[src/rtl/pipe_stage_reg.sv]
// pipe_stage_reg: valid/ready pipeline register with stall and flush; define PIPE_STAGE_SKID_EN to add a skid entry (capacity 2)
`ifndef CTRL_Wire_Bus
`define CTRL_Wire_Bus [1:0]
`endif
`ifndef CTRL_STATE_Stalled
`define CTRL_STATE_Stalled 2'd1
`endif
module pipe_stage_reg #(
   parameter int unsigned       DATA_W     = 96,
   parameter logic [DATA_W-1:0] RST_VAL    = '0,
   parameter logic [DATA_W-1:0] BUBBLE_VAL = '0
) (
   input  logic                clk,
   input  logic                rst,
   input  logic `CTRL_Wire_Bus ctrl_signal_i,
   input  logic                flush_i,
   input  logic                in_valid_i,
   input  logic [DATA_W-1:0]   in_data_i,
   output logic                in_ready_o,
   output logic                out_valid_o,
   output logic [DATA_W-1:0]   out_data_o,
   input  logic                out_ready_i,
   output logic [1:0]          occupancy_o
);
   logic              stall;
   logic              accept;
   logic              consume;
   logic              out_valid_d, out_valid_q;
   logic [DATA_W-1:0] out_data_d, out_data_q;
   assign stall       = ctrl_signal_i == `CTRL_STATE_Stalled;
   assign accept      = in_valid_i && in_ready_o;
   assign consume     = out_valid_q && out_ready_i && !stall;
   assign out_valid_o = out_valid_q;
   assign out_data_o  = out_data_q;
`ifdef PIPE_STAGE_SKID_EN
   logic              skid_valid_d, skid_valid_q;
   logic [DATA_W-1:0] skid_data_d, skid_data_q;
   logic              in_ready_d, in_ready_q;
   logic              load;
   assign in_ready_o  = in_ready_q;
   assign occupancy_o = {1'b0, out_valid_q} + {1'b0, skid_valid_q};
   assign load        = !out_valid_q || consume;
   // output refills from the skid entry before the input to keep FIFO order; a held output diverts input to skid
   always_comb begin
      out_valid_d  = out_valid_q;
      out_data_d   = out_data_q;
      skid_valid_d = skid_valid_q;
      skid_data_d  = skid_data_q;
      if (flush_i) begin
         out_valid_d  = 1'b0;
         out_data_d   = BUBBLE_VAL;
         skid_valid_d = 1'b0;
      end else if (load) begin
         out_valid_d  = skid_valid_q || accept;
         out_data_d   = skid_valid_q ? skid_data_q : (accept ? in_data_i : out_data_q);
         skid_valid_d = 1'b0;
      end else if (accept) begin
         skid_valid_d = 1'b1;
         skid_data_d  = in_data_i;
      end
      in_ready_d = !skid_valid_d;
   end
   // skid entry and registered ready
   always_ff @(posedge clk or negedge rst) begin
      if (!rst) begin
         skid_valid_q <= 1'b0;
         skid_data_q  <= RST_VAL;
         in_ready_q   <= 1'b1;
      end else begin
         skid_valid_q <= skid_valid_d;
         skid_data_q  <= skid_data_d;
         in_ready_q   <= in_ready_d;
      end
   end
`else
   assign in_ready_o  = !out_valid_q || (out_ready_i && !stall);
   assign occupancy_o = {1'b0, out_valid_q};
   // flush wins, then a new payload replaces any consumed one, else a consume empties the stage
   always_comb begin
      out_valid_d = flush_i ? 1'b0 : accept ? 1'b1 : consume ? 1'b0 : out_valid_q;
      out_data_d  = flush_i ? BUBBLE_VAL : accept ? in_data_i : out_data_q;
   end
`endif
   // output register
   always_ff @(posedge clk or negedge rst) begin
      if (!rst) begin
         out_valid_q <= 1'b0;
         out_data_q  <= RST_VAL;
      end else begin
         out_valid_q <= out_valid_d;
         out_data_q  <= out_data_d;
      end
   end
endmodule

[config.mk]
export PLATFORM = sky130hd
export DESIGN_NAME = pipe_stage_reg
export DESIGN_NICKNAME = d
export VERILOG_FILES = /design/src/rtl/pipe_stage_reg.sv
export SDC_FILE = /design/constraint.sdc
export NUM_CORES = 1
export LEC_CHECK = 0
export ABC_AREA = 1
export CAP_MARGIN = 20
export CORE_MARGIN = 2
export CORE_UTILIZATION = 41
export CTS_CLUSTER_SIZE = 28
export DETAILED_ROUTE_END_ITERATION = 16
export PLACE_DENSITY = 0.83
export SETUP_SLACK_MARGIN = 0.05
export SYNTH_ARGS = -nofsm -noshare
export SYNTH_HDL_FRONTEND = slang
export SYNTH_SLANG_ARGS = --single-unit
[constraint.sdc]
create_clock -name clk -period 1.2 [get_ports clk]
set_input_delay 0.18 -clock clk [delete_from_list [all_inputs] [get_ports clk]]
set_output_delay 0.18 -clock clk [all_outputs]
set_load 0.05 [all_outputs]
# Yosys cells after proc, flatten, opt, wreduce, memory -nomap -nowiden
# Cells that the tools add are included.
[totals] reg_bits=97
[classes] n_eq_ne=1 n_mux=5 n_reduce_logical=9
[op_table] op="$mux 96" count=2
[op_table] op="$logic_and 1x1->1" count=4
[op_table] op="$mux 1" count=3
[op_table] op="$reduce_bool 3->1" count=1
[op_table] op="$eq 2x1->1 const B" count=1
[op_table] op="$logic_not 1->1" count=2
[op_table] op="$reduce_bool 2->1" count=1
[op_table] op="$logic_or 1x1->1" count=1

# Longest topological paths before layout
# Gate-level depths: netlist of run 1.
[depth] depth_word=7 ltp_mapped=9 ltp_nobuf=7

# Least setup slack after synthesis of run 1
# No wires, ideal clock.
[synth_path] kind="reg2reg" start="register out_valid_q (netlist: out_valid_o)" end="register out_data_q[74] (netlist: out_data_o[74])" setup_ns=0.067 arrival_ns=1.321 required_time_ns=1.133 path_slack_ns=-0.188 stages_incl_launch_ff=5 path_buffers=1 period_less_slack_ns=1.388 path_cell_list="dfrtp_1 nand2_4 buf_2 nand4_1 nand2_1"
[synth_via] elab_chain_len=4
[synth_lines] element="start, declared" line="28" source="logic out_valid_d, out_valid_q;"
[synth_lines] element="start signal, assigned" line="90" source="out_valid_q <= out_valid_d;"
[synth_lines] element="$logic_not 1->1" line="76" source="assign in_ready_o = !out_valid_q || (out_ready_i && !stall);"
[synth_lines] element="$logic_or 1x1->1" line="76"
[synth_lines] element="net in_ready_o" line="19" source="output logic in_ready_o,"
[synth_lines] element="$logic_and 1x1->1" line="31" source="assign accept = in_valid_i && in_ready_o;"
[synth_lines] element="$reduce_bool 2->1 (no source line)"
[synth_lines] element="end signal, assigned" line="91" source="out_data_q <= out_data_d;"
[synth_lines] element="end, declared" line="29" source="logic [DATA_W-1:0] out_data_d, out_data_q;"
# The timed path passes the listed nets, and every way through them passes these cells.
# A chain may end at the register's enable or synchronous reset.

# Final worst setup path of run 1
[layout_path] start="register out_valid_q (netlist: out_valid_o)" end="output out_valid_o"
[layout_lines] element="end, declared" line="20" source="output logic out_valid_o,"
# No word-level cell between the ends.

==> impl_summary.log, run 1 <==
INFO  metric timing.critical_path.required = 1020 ps
INFO  metric routed_wire_length_per_instance = ~18 um
INFO  metric cap_violations = 0
INFO  metric clk_path_buf_depth = 2
INFO  metric seq_power_share = 42.5%
INFO  metric cellPowerDensity = between 1000 and 1500 nW/um2
INFO  metric syn-num-nets = between 500 and 600
INFO  metric power_switching = 2.81 mW
INFO  metric routed_wirelength = about 15 mm
INFO  metric share_clk_of_total_power = about a quarter
INFO  metric syn_to_final_growth = 89.0%
INFO  metric drv_slew = 0
INFO  metric crit_chain = buf_4, buf_12
INFO  metric hold_violations = 0
INFO  metric power.ir.vdd_worst = 0.000756 V
INFO  metric drtAntennaViolNets = 0
INFO  metric power.leakage = slightly below 4 nW
INFO  metric crit_path_end_kind = output pin
INFO  metric largest_net_degree_at_the_start_of_global_routing = 45
INFO  metric cts.sink_count = 97
INFO  metric cpLargestDelayFamily = flip-flops
INFO  metric num_vias = ~4,500
INFO  metric tritoncts.num_buffers = 9
INFO  metric worstSetupPathDepth = 2
INFO  metric power_frac_comb = roughly 33%
INFO  metric rsz0062_at_grt = yes
INFO  metric clock_tree.htree_level_count = 3
INFO  metric fin_area = around 8000 um2
INFO  metric drive_above_1_share = 27.6%
INFO  metric worst-setup-path-type = reg -> out
INFO  metric dpl-instance-area = about 7400 um2
INFO  metric crit_path_start_kind = flop
INFO  metric synthesis_stage_register_bit_count = 97
INFO  metric status = finished with violations
INFO  metric critical_path.n_buffers_inverters = 2
INFO  metric timing.critical_path.arrival = between 1000 and 1500 ps
INFO  metric vert_die_dim = ~110 um
INFO  metric synthCells = between 400 and 500
INFO  metric die_area = between 10,000 and 15,000 um2
INFO  metric post_layout_nets = 776
INFO  metric critPathMaxFanout = 2
INFO  metric period_share = 107%
INFO  metric core_area = 10,100 um2
INFO  metric number_of_antenna_violations_at_the_first_check_in_global_routing = 0
INFO  metric ff2ff_setup_slack = -80 ps
INFO  metric port-buffer-count = roughly 200
INFO  metric setup_viol_count_final = 66
INFO  metric viasPerCell = about 5.5
INFO  metric grt_pass1_vias = between 4,000 and 5,000
INFO  metric detailedPlacementHpwl = approximately 10 mm
INFO  metric place_worst_setup_slack = -351 ps
INFO  metric boundaryPins = 203
INFO  metric grt_first_pass_wirelength = 22.9 mm
INFO  metric clock_tree_from_tritoncts = done
INFO  metric synth_sequential_area_ratio = 57.5%
INFO  metric cpMaxStageDelayCell = dfrtp_2
INFO  metric globalRouteTotalUtil = about a quarter
INFO  metric number_of_instances_in_the_placed_design = approximately 750
INFO  metric worst_skew_pair.late_latency = approximately 360 ps
INFO  metric layout.filler_cells = a little under 600
INFO  metric synth_cell_types = 14
INFO  metric non_filler_instance_count_after_layout = 814
INFO  metric synthesis.area_per_instance = about 9.4 um2
INFO  metric p_int = around 6 mW
INFO  metric post-route-drc-count = 0
INFO  metric hold_path_class = in -> async
INFO  metric rows = 37
INFO  metric post-route-worst-setup-slack = -81.8 ps
INFO  metric place_congestion = around 0.79
INFO  metric fmax = between 700 and 800 MHz
INFO  metric initial_utilization = 41.7%
INFO  metric violations = negative setup slack
INFO  metric switching_share = 32.3%
INFO  metric synth.yosys.warnings = 0
INFO  metric most_common_library_cell_in_the_layout_ignoring_fill_and_taps = buf_12
INFO  metric ff2ff_path_depth = 6
INFO  metric drt_first_iter_violations = between 200 and 250
INFO  metric critical_path.max_stage_delay = 430 ps
INFO  metric clk_pin_slew = ~90 ps
INFO  metric cts_root_buf = clkbuf_8
INFO  metric min_period = 1280 ps
INFO  metric syn_area = 4220 um2
INFO  metric layout.cells.most_common_list = 112 x buf_12, 98 x clkdlybuf4s50_1, 97 x nand2_1
INFO  metric grt-ovfl-total = 0
INFO  metric count_of_tritonroute_iterations_in_the_first_routing_pass = 5
INFO  metric die_width = approximately 110 um
INFO  metric n_antenna_cell = 0
INFO  metric fin_skew = 4.00 ps
INFO  metric worst_hold_margin = around 270 ps
==> final timing paths <==
kind | startpoint | endpoint
max in group asynchronous | rst | out_data_o[38]
min in group clk | in_valid_i | out_data_o[86]
worst min-delay path | rst | out_data_o[72]
worst max-delay path | out_valid_o | out_valid_o
worst max register to register | out_valid_o | out_data_o[29]
worst min register to register | out_data_o[83] | out_data_o[83]
==> power by group through the flow <==
stage | clock network [mW] | registers, mW | logic (mW)
2_1_floorplan | 0 | 4.34 | 0.504
3_3_place_gp | 0 | 3.75 | 2.63
3_5_place_dp | 0 | 3.76 | 2.68
4_1_cts | 2.20 | 3.70 | 2.73
5_1_grt | 2.35 | 3.71 | 2.98
6_report | 2.16 | 3.69 | 2.85
==> synthesized netlist by cell type <==
| cell type | number | area (um2) |
|---|---|---|
| a21oi_1 | 1 | 5.00 |
| buf_1 | 3 | 11.3 |
| buf_2 | 28 | 140 |
| buf_4 | 5 | 37.5 |
| buf_6 | 6 | 67.6 |
| clkbuf_1 | 12 | 45.0 |
| conb_1 | 1 | 3.75 |
| dfrtp_1 | 97 | 2430 |
| inv_1 | 3 | 11.3 |
| nand2_1 | 97 | 364 |
| nand2_2 | 1 | 6.26 |
| nand2_4 | 2 | 22.5 |
| nand3_1 | 96 | 480 |
| nand4_1 | 96 | 601 |
==> layout make-up <==
cell class	count	area (um2)	share of cell area [%]
Timing Repair Buffer	268	3690	46.2
Clock inverter	5	55.1	0.690
Multi-Input combinational cell	294	1480	18.6
Tap cell	136	170	2.13
Clock buffer	11	141	1.77
Inverter	3	13.8	0.172
Sequential cell	97	2430	30.4
==> metrics by stage <==
stage | setup TNS (ps) | total power, mW | util (%)
after floorplan | -84.5 | 4.84 | -
after global placement | -25350 | 6.38 | 73.2
after detailed placement | -28160 | 6.44 | 73.2
after CTS | -1290 | 8.62 | 76.1
after global routing | -6810 | 9.04 | 78.7
final | -1320 | 8.70 | 78.7
==> flip-flops by register name, indices dropped and copies added (netlist names) <==
name,cells
out_data_o,96
out_valid_o,1
==> repair_timing <==
item,CTS,global route
resized for setup,2,1
setup endpoints to repair,23,190
hold buffers,1,0
cloned,0,2
hold endpoints to repair,20,0
pin swaps,2,2
buffers inserted,11,30
==> metal layers <==
metal	global-route usage (%)	share of wire, %	up-vias
met3	7.42	7.4	35
met5	0	0	-
met1	30.2	37	2175
li1	-	-	2039
met2	45.2	53	214
met4	10.1	3.0	0
==> cell families (layout without fill, tap and decap cells) <==
| family | Yosys count | after routing | share of synthesized area, % |
|---|---|---|---|
| other | 1 | 1 | 0.0888 |
| buffers and inverters | 57 | 287 | 7.41 |
| AO/OA/AOI/OAI | 1 | 1 | 0.118 |
| flip-flops | 97 | 97 | 57.5 |
| AND/OR/NAND/NOR | 292 | 292 | 34.9 |
No activity file was read; power rests on OpenSTA's default activity.
==> inputs of run 2 (changes only) <==
==> constraint.sdc (replaced) <==
create_clock -name clk -period 1.2 [get_ports clk]
set_input_delay 0.12 -clock clk [delete_from_list [all_inputs] [get_ports clk]]
set_output_delay 0.12 -clock clk [all_outputs]
set_load 0.05 [all_outputs]
==> impl_summary.log, run 2 (synthesized netlist as in run 1, its figures left out) <==
INFO  metric status = finished with violations
INFO  metric violations = negative setup slack
INFO  metric globalRouteTotalUtil = 25.2% (-0.78 points)
INFO  metric power.leakage = 3.68 nW (-4.7%)
INFO  metric worst_skew_pair.late_latency = 360 ps (about the same)
INFO  metric critical_path.reg2reg.endpoint = out_data_o[34]
INFO  metric largest_net_degree_at_the_start_of_global_routing = 51 (+13%)
INFO  metric count_of_tritonroute_iterations_in_the_first_routing_pass = 6 (+1)
INFO  metric share_clk_of_total_power = 24.1% (-0.7 points)
INFO  metric most_common_library_cell_in_the_layout_ignoring_fill_and_taps = buf_12
INFO  metric post-route-drc-count = 0 (unchanged)
INFO  metric number_of_antenna_violations_at_the_first_check_in_global_routing = 0 (unchanged)
INFO  metric clock_tree.htree_level_count = 3 (unchanged)
INFO  metric initial_utilization = 41.7% (unchanged)
INFO  metric core_area = 10,100 um2 (unchanged)
INFO  metric timing.critical_path.required = 1080 ps (+60 ps)
INFO  metric endpoint = in_ready_o
INFO  metric clock_tree_from_tritoncts = done
INFO  metric setup_viol_count_final = 7 (-89%)
INFO  metric largest_register_ff_count = 96 (unchanged)
INFO  metric fmax = 814 MHz (+4.3%)
INFO  metric detailedPlacementHpwl = 9.79 mm (-3.1%)
INFO  metric dpl-instance-area = 7390 um2 (-0.44%)
INFO  metric non_filler_instance_count_after_layout = 774 (-4.9%)
INFO  metric switching_share = 32.1% (-0.19 points)
INFO  metric num_vias = 4,300 (-3.7%)
INFO  metric cellPowerDensity = 1080 nW/um2 (-0.67%)
INFO  metric place_worst_setup_slack = -284 ps (+66.9 ps)
INFO  metric ff2ff_path_depth = 6 (unchanged)
INFO  metric drive_above_1_share = 28.5% (+0.95 points)
INFO  metric p_int = 5.78 mW (-1.7%)
INFO  metric power_switching = 2.74 mW (-2.6%)
INFO  metric layout.cells.most_common_list = 110 x buf_12, 100 x clkdlybuf4s50_1, 96 x nand4_1, 96 x dfrtp_1, 90 x nand2_1
INFO  metric routed_wirelength = 14.2 mm (-4.8%)
INFO  metric place_congestion = 0.762 (-3.2%)
INFO  metric cts_root_buf = clkbuf_8
INFO  metric seq_power_share = 43.5% (+1.0 points)
INFO  metric post-route-worst-setup-slack = -28.6 ps (+53.3 ps)
INFO  metric crit_path_end_kind = output pin
INFO  metric min_period = 1230 ps (-53.3 ps)
INFO  metric power_frac_comb = 32.5% (-0.2 points)
INFO  metric routed_wire_length_per_instance = 18.4 um (+0.14%)
INFO  metric critical_path.reg2reg.startpoint = out_valid_o
INFO  metric timing.critical_path.arrival = 1110 ps (about the same)
INFO  metric drt_first_iter_violations = 252 (+7.7%)
INFO  metric number_of_instances_in_the_placed_design = 753 (-0.13%)
INFO  metric power.ir.vdd_worst = 0.000662 V (-12%)
INFO  metric rows = 37 (unchanged)
INFO  metric grt-ovfl-total = 0 (unchanged)
INFO  metric worst-setup-path-type = in -> out
INFO  metric grt_pass1_vias = 4,228 (-6.4%)
INFO  metric clk_pin_slew = 90 ps (about the same)
INFO  metric crit_path_start_kind = primary input
INFO  metric cap_violations = 0 (unchanged)
INFO  metric clk_path_buf_depth = 2 (unchanged)
INFO  metric fin_area = 7870 um2 (-1.3%)
INFO  metric drtAntennaViolNets = 0 (unchanged)
INFO  metric cts.sink_count = 97 (unchanged)
INFO  metric ff2ff_setup_slack = 0 ps (+80 ps)
INFO  metric grt_first_pass_wirelength = 22.2 mm (-3.0%)
INFO  metric die_width = 105 um (unchanged)
INFO  metric period_share = 102% (-4.4 points)
INFO  metric syn_to_final_growth = 86.5%
INFO  metric hold_violations = 0 (unchanged)
INFO  metric worst_setup_path_startpoint = ctrl_signal_i[1]
INFO  metric worst_hold_margin = 229 ps (-43.4 ps)
INFO  metric viasPerCell = 5.56 (+1.3%)
INFO  metric vert_die_dim = 105 um (unchanged)
INFO  metric drv_slew = 0 (unchanged)
INFO  metric rsz0062_at_grt = yes
INFO  metric post_layout_nets = 737 (-5.0%)
INFO  metric n_antenna_cell = 0 (unchanged)
INFO  metric fin_setup_tns = -64.5 ps (+1250 ps)
INFO  metric hold_path_class = in -> async
INFO  metric fin_skew = 13.8 ps (+9.84 ps)
INFO  metric boundaryPins = 203 (unchanged)
INFO  metric die_area = 11,100 um2 (unchanged)
INFO  metric tritoncts.num_buffers = 9 (unchanged)
INFO  metric port-buffer-count = 201 (unchanged)
INFO  metric critPathMaxFanout = 2 (unchanged)
## run 2: changes by cell type in the layout (fill, tap and decap cells not counted), sizes merged
| cell | delta |
|---|---|
| dlygate4sd2 | -1 |
| bufbuf | +1 |
| clkbuf | +4 |
| buf | -41 |
| dlymetal6s2s | -1 |
| clkinv | -1 |
| bufinv | -1 |
| clkinvlp | -2 |
| clkdlybuf4s50 | +2 |
## run 2: final cells by class
class | instances | area [um2]
Multi-Input combinational cell | 294 | 1650
Clock inverter | 1 | 8.76
Fill cell | 634 | 2260
Clock buffer | 14 | 183
Sequential cell | 97 | 2430
Inverter | 3 | 13.8
Timing Repair Buffer | 229 | 3420
Tap cell | 136 | 170
## run 2: timing repair
item                                   CTS  global route
hold buffers                             1             0
setup endpoints to repair                3            99
cloned                                   1             2
gates resized for setup                  1            39
pin swaps                                1             1
buffers inserted                         2             0
endpoints found under the hold margin   43             0
## run 2: routing by layer
layer | wire (um) | track usage, %
met1 | 5440 | 31.5
met4 | 229 | 7.71
met2 | 7550 | 42.6
met3 | 1000 | 6.68
met5 | 0 | 0
## run 2: per-stage QoR
stage / total power [mW] / utilization (%)
2_1_floorplan: 4.84 / -
5_1_grt: 8.84 / 77.7
6_report: 8.52 / 77.7
3_3_place_gp: 6.36 / 72.9
3_5_place_dp: 6.42 / 72.9
4_1_cts: 8.51 / 75.4
## run 2: worst max-delay path, stage by stage
cell	delay, ps
clkdlybuf4s50_1	460
inv_1	40
nand2_1	90
nand2_2	70
nand2_4	90
buf_12	110
buf_12	120
## run 2: how the worst min path moves through the flow
stage / startpoint / endpoint / cells after the start
floorplan: rst / out_data_o[0] / 0
global placement: rst / out_data_o[76] / 1
detailed placement: rst / out_data_o[76] / 1
CTS: rst / out_data_o[73] / 2
global route: rst / out_data_o[76] / 2
finish: rst / out_data_o[76] / 2
## run 2: power groups by stage
stage	clock network, mW	logic [mW]	registers [mW]
final	2.05	2.77	3.71
after global routing	2.22	2.89	3.73
after CTS	2.11	2.70	3.70
after detailed placement	0	2.66	3.76
after global placement	0	2.62	3.75
after floorplan	0	0.504	4.34
==> inputs of run 3 (changes only) <==
CAP_MARGIN = unset   (was 20)
CORE_MARGIN = 5   (was 2)
==> impl_summary.log, run 3 (synthesized netlist as in run 1, its figures left out) <==
INFO  metric largest_register_ff_count = 96 (unchanged)
INFO  metric post-route-worst-setup-slack = -32.3 ps (-3.72 ps)
INFO  metric ff2ff_path_depth = 6 (unchanged)
INFO  metric tritoncts.num_buffers = 9 (unchanged)
INFO  metric drive_above_1_share = 23.6% (-4.9 points)
INFO  metric clock_tree_from_tritoncts = done
INFO  metric cts.sink_count = 97 (unchanged)
INFO  metric violations = negative setup slack
INFO  metric multi_input_area = 1520 um2 (-7.7%)
INFO  metric most_common_library_cell_in_the_layout_ignoring_fill_and_taps = buf_12
INFO  metric drt_first_iter_violations = 256 (+1.6%)
INFO  metric timing.critical_path.arrival = 1110 ps (about the same)
INFO  metric place_worst_setup_slack = -281 ps (+3.06 ps)
INFO  metric die_area = 12,400 um2 (+12%)
INFO  metric critical_path.reg2reg.endpoint = out_data_o[66]
INFO  metric num_vias = 4,321 (+0.49%)
INFO  metric clock_tree.htree_level_count = 3 (unchanged)
INFO  metric switching_share = 32.0% (-0.12 points)
INFO  metric fin_skew = 7.58 ps (-6.26 ps)
INFO  metric seq_area = 2430 um2 (unchanged)
INFO  metric post-route-drc-count = 0 (unchanged)
INFO  metric die_width = 111 um (+5.7%)
INFO  metric non_filler_instance_count_after_layout = 772 (-0.26%)
INFO  metric power_frac_comb = 32.3% (-0.2 points)
INFO  metric number_of_antenna_violations_at_the_first_check_in_global_routing = 0 (unchanged)
INFO  metric fmax = 811 MHz (-0.30%)
INFO  metric power = 8.43 mW (-1.1%)
INFO  metric layout.cells.most_common_list = 112 x buf_12, 100 x clkdlybuf4s50_1, 97 x nand2_1, 96 x nand4_1, 96 x dfrtp_1
INFO  metric n_antenna_cell = 0 (unchanged)
INFO  metric syn_to_final_growth = 82.5%
INFO  metric power_switching = 2.70 mW (-1.4%)
INFO  metric worst_setup_path_startpoint = out_valid_o
INFO  metric port-buffer-count = 201 (unchanged)
INFO  metric hold_path_class = in -> async
INFO  metric count_of_tritonroute_iterations_in_the_first_routing_pass = 5 (-1)
INFO  metric fin_area = 7710 um2 (-2.1%)
INFO  metric power.ir.vdd_worst = 0.000711 V (+7.5%)
INFO  metric dpl-instance-area = 7410 um2 (+0.17%)
INFO  metric drtAntennaViolNets = 0 (unchanged)
INFO  metric clk_pin_slew = 90 ps (about the same)
INFO  metric cap_violations = 0 (unchanged)
INFO  metric seq_power_share = 43.9% (+0.4 points)
INFO  metric post_layout_nets = 735 (-0.27%)
INFO  metric number_of_instances_in_the_placed_design = 753 (unchanged)
INFO  metric crit_path_end_kind = output pin
INFO  metric critPathMaxFanout = 2 (unchanged)
INFO  metric initial_utilization = 41.5% (-0.19 points)
INFO  metric endpoint = in_ready_o
INFO  metric cellPowerDensity = 1090 nW/um2 (+1.1%)
INFO  metric drv_slew = 0 (unchanged)
INFO  metric core_area = 10,200 um2 (+0.46%)
INFO  metric globalRouteTotalUtil = 23.2% (-1.9 points)
INFO  metric clk_path_buf_depth = 2 (unchanged)
INFO  metric share_clk_of_total_power = 23.8% (-0.3 points)
INFO  metric period_share = 103% (+0.31 points)
INFO  metric grt_pass1_vias = 4,405 (+4.2%)
INFO  metric grt-ovfl-total = 0 (unchanged)
INFO  metric routed_wire_length_per_instance = 18.8 um (+2.3%)
INFO  metric power.leakage = 3.65 nW (-0.75%)
INFO  metric min_period = 1230 ps (+3.72 ps)
INFO  metric setup_viol_count_final = 5 (-2)
INFO  metric worst_skew_pair.late_latency = 350 ps (about the same)
INFO  metric viasPerCell = 5.60 (+0.75%)
INFO  metric detailedPlacementHpwl = 10.5 mm (+6.8%)
INFO  metric hold_violations = 0 (unchanged)
INFO  metric crit_path_start_kind = flop
INFO  metric ff2ff_setup_slack = -10 ps (about the same)
INFO  metric grt_first_pass_wirelength = 23.6 mm (+6.4%)
INFO  metric routed_wirelength = 14.5 mm (+2.1%)
INFO  metric p_int = 5.73 mW (-0.88%)
INFO  metric place_congestion = 0.790 (+3.7%)
INFO  metric timing.critical_path.required = 1080 ps (about the same)
INFO  metric status = finished with violations
INFO  metric vert_die_dim = 111 um (+5.7%)
INFO  metric worst-setup-path-type = reg -> out
INFO  metric critical_path.reg2reg.startpoint = out_valid_o
INFO  metric largest_net_degree_at_the_start_of_global_routing = 50 (-2.0%)
INFO  metric cts_root_buf = clkbuf_8
INFO  metric rows = 37 (unchanged)
INFO  metric layout.filler_cells = 678 (+6.9%)
INFO  metric rsz0062_at_grt = yes
INFO  metric boundaryPins = 203 (unchanged)
==> run 3: cell types whose count changed in the layout (fill, tap and decap cells not counted), sizes merged <==
| cell | previous run | this run |
|---|---|---|
| clkbuf | 16 | 11 |
| clkinv | 1 | 3 |
| bufinv | 0 | 1 |
==> run 3: per-stage QoR <==
step	hold slack [ps]	utilization, %	TNS, ps
final	157	75.7	-55.6
after global placement	-35.8	72.7	-18850
after detailed placement	-33.6	72.7	-21660
after floorplan	-176	-	-84.5
after CTS	132	75.3	-266
after global routing	147	75.7	-2690
==> run 3: worst min path at each step <==
stage,from,endpoint,cells past startpoint
detailed placement,rst,out_data_o[68],1
global placement,rst,out_data_o[68],1
finish,rst,out_data_o[71],2
CTS,rst,out_data_o[69],2
global route,rst,out_data_o[69],2
floorplan,rst,out_data_o[0],0
==> run 3: worst max-delay path, cell delays in order, from the launching register on <==
cell,delay (ps)
dfrtp_2,440
nand2_4,90
buf_12,110
buf_12,120
==> run 3: power groups by stage <==
| stage | clock network [mW] | logic, mW | registers [mW] |
|---|---|---|---|
| 4_1_cts | 2.07 | 2.73 | 3.70 |
| 3_5_place_dp | 0 | 2.68 | 3.76 |
| 5_1_grt | 2.19 | 2.84 | 3.73 |
| 2_1_floorplan | 0 | 0.504 | 4.34 |
| 6_report | 2.01 | 2.72 | 3.70 |
| 3_3_place_gp | 0 | 2.63 | 3.75 |
==> run 3: layout make-up <==
cell class	instances	area share, %
multi-input cells	294	19.7
repair buffers	227	44.1
well taps	136	2.21
inverters	3	0.179
clock buffers	11	1.70
clock inverters	4	0.585
flip-flops and latches	97	31.5
==> run 3: per-layer routing <==
layer | share of wire [%] | track usage, %
met1 | 36 | 27.6
met2 | 53 | 39.9
met3 | 6.9 | 5.60
met4 | 3.9 | 10.7
met5 | 0 | 0
==> run 3: what timing repair did <==
action / 4_1_cts / 5_1_grt
pin swaps: 1 / 1
setup endpoints to repair: 9 / 100
cloned: 1 / 0
hold buffers: 1 / 0
endpoints found under the hold margin: 97 / 0
setup buffers: 2 / 0
resized for setup: 6 / 8
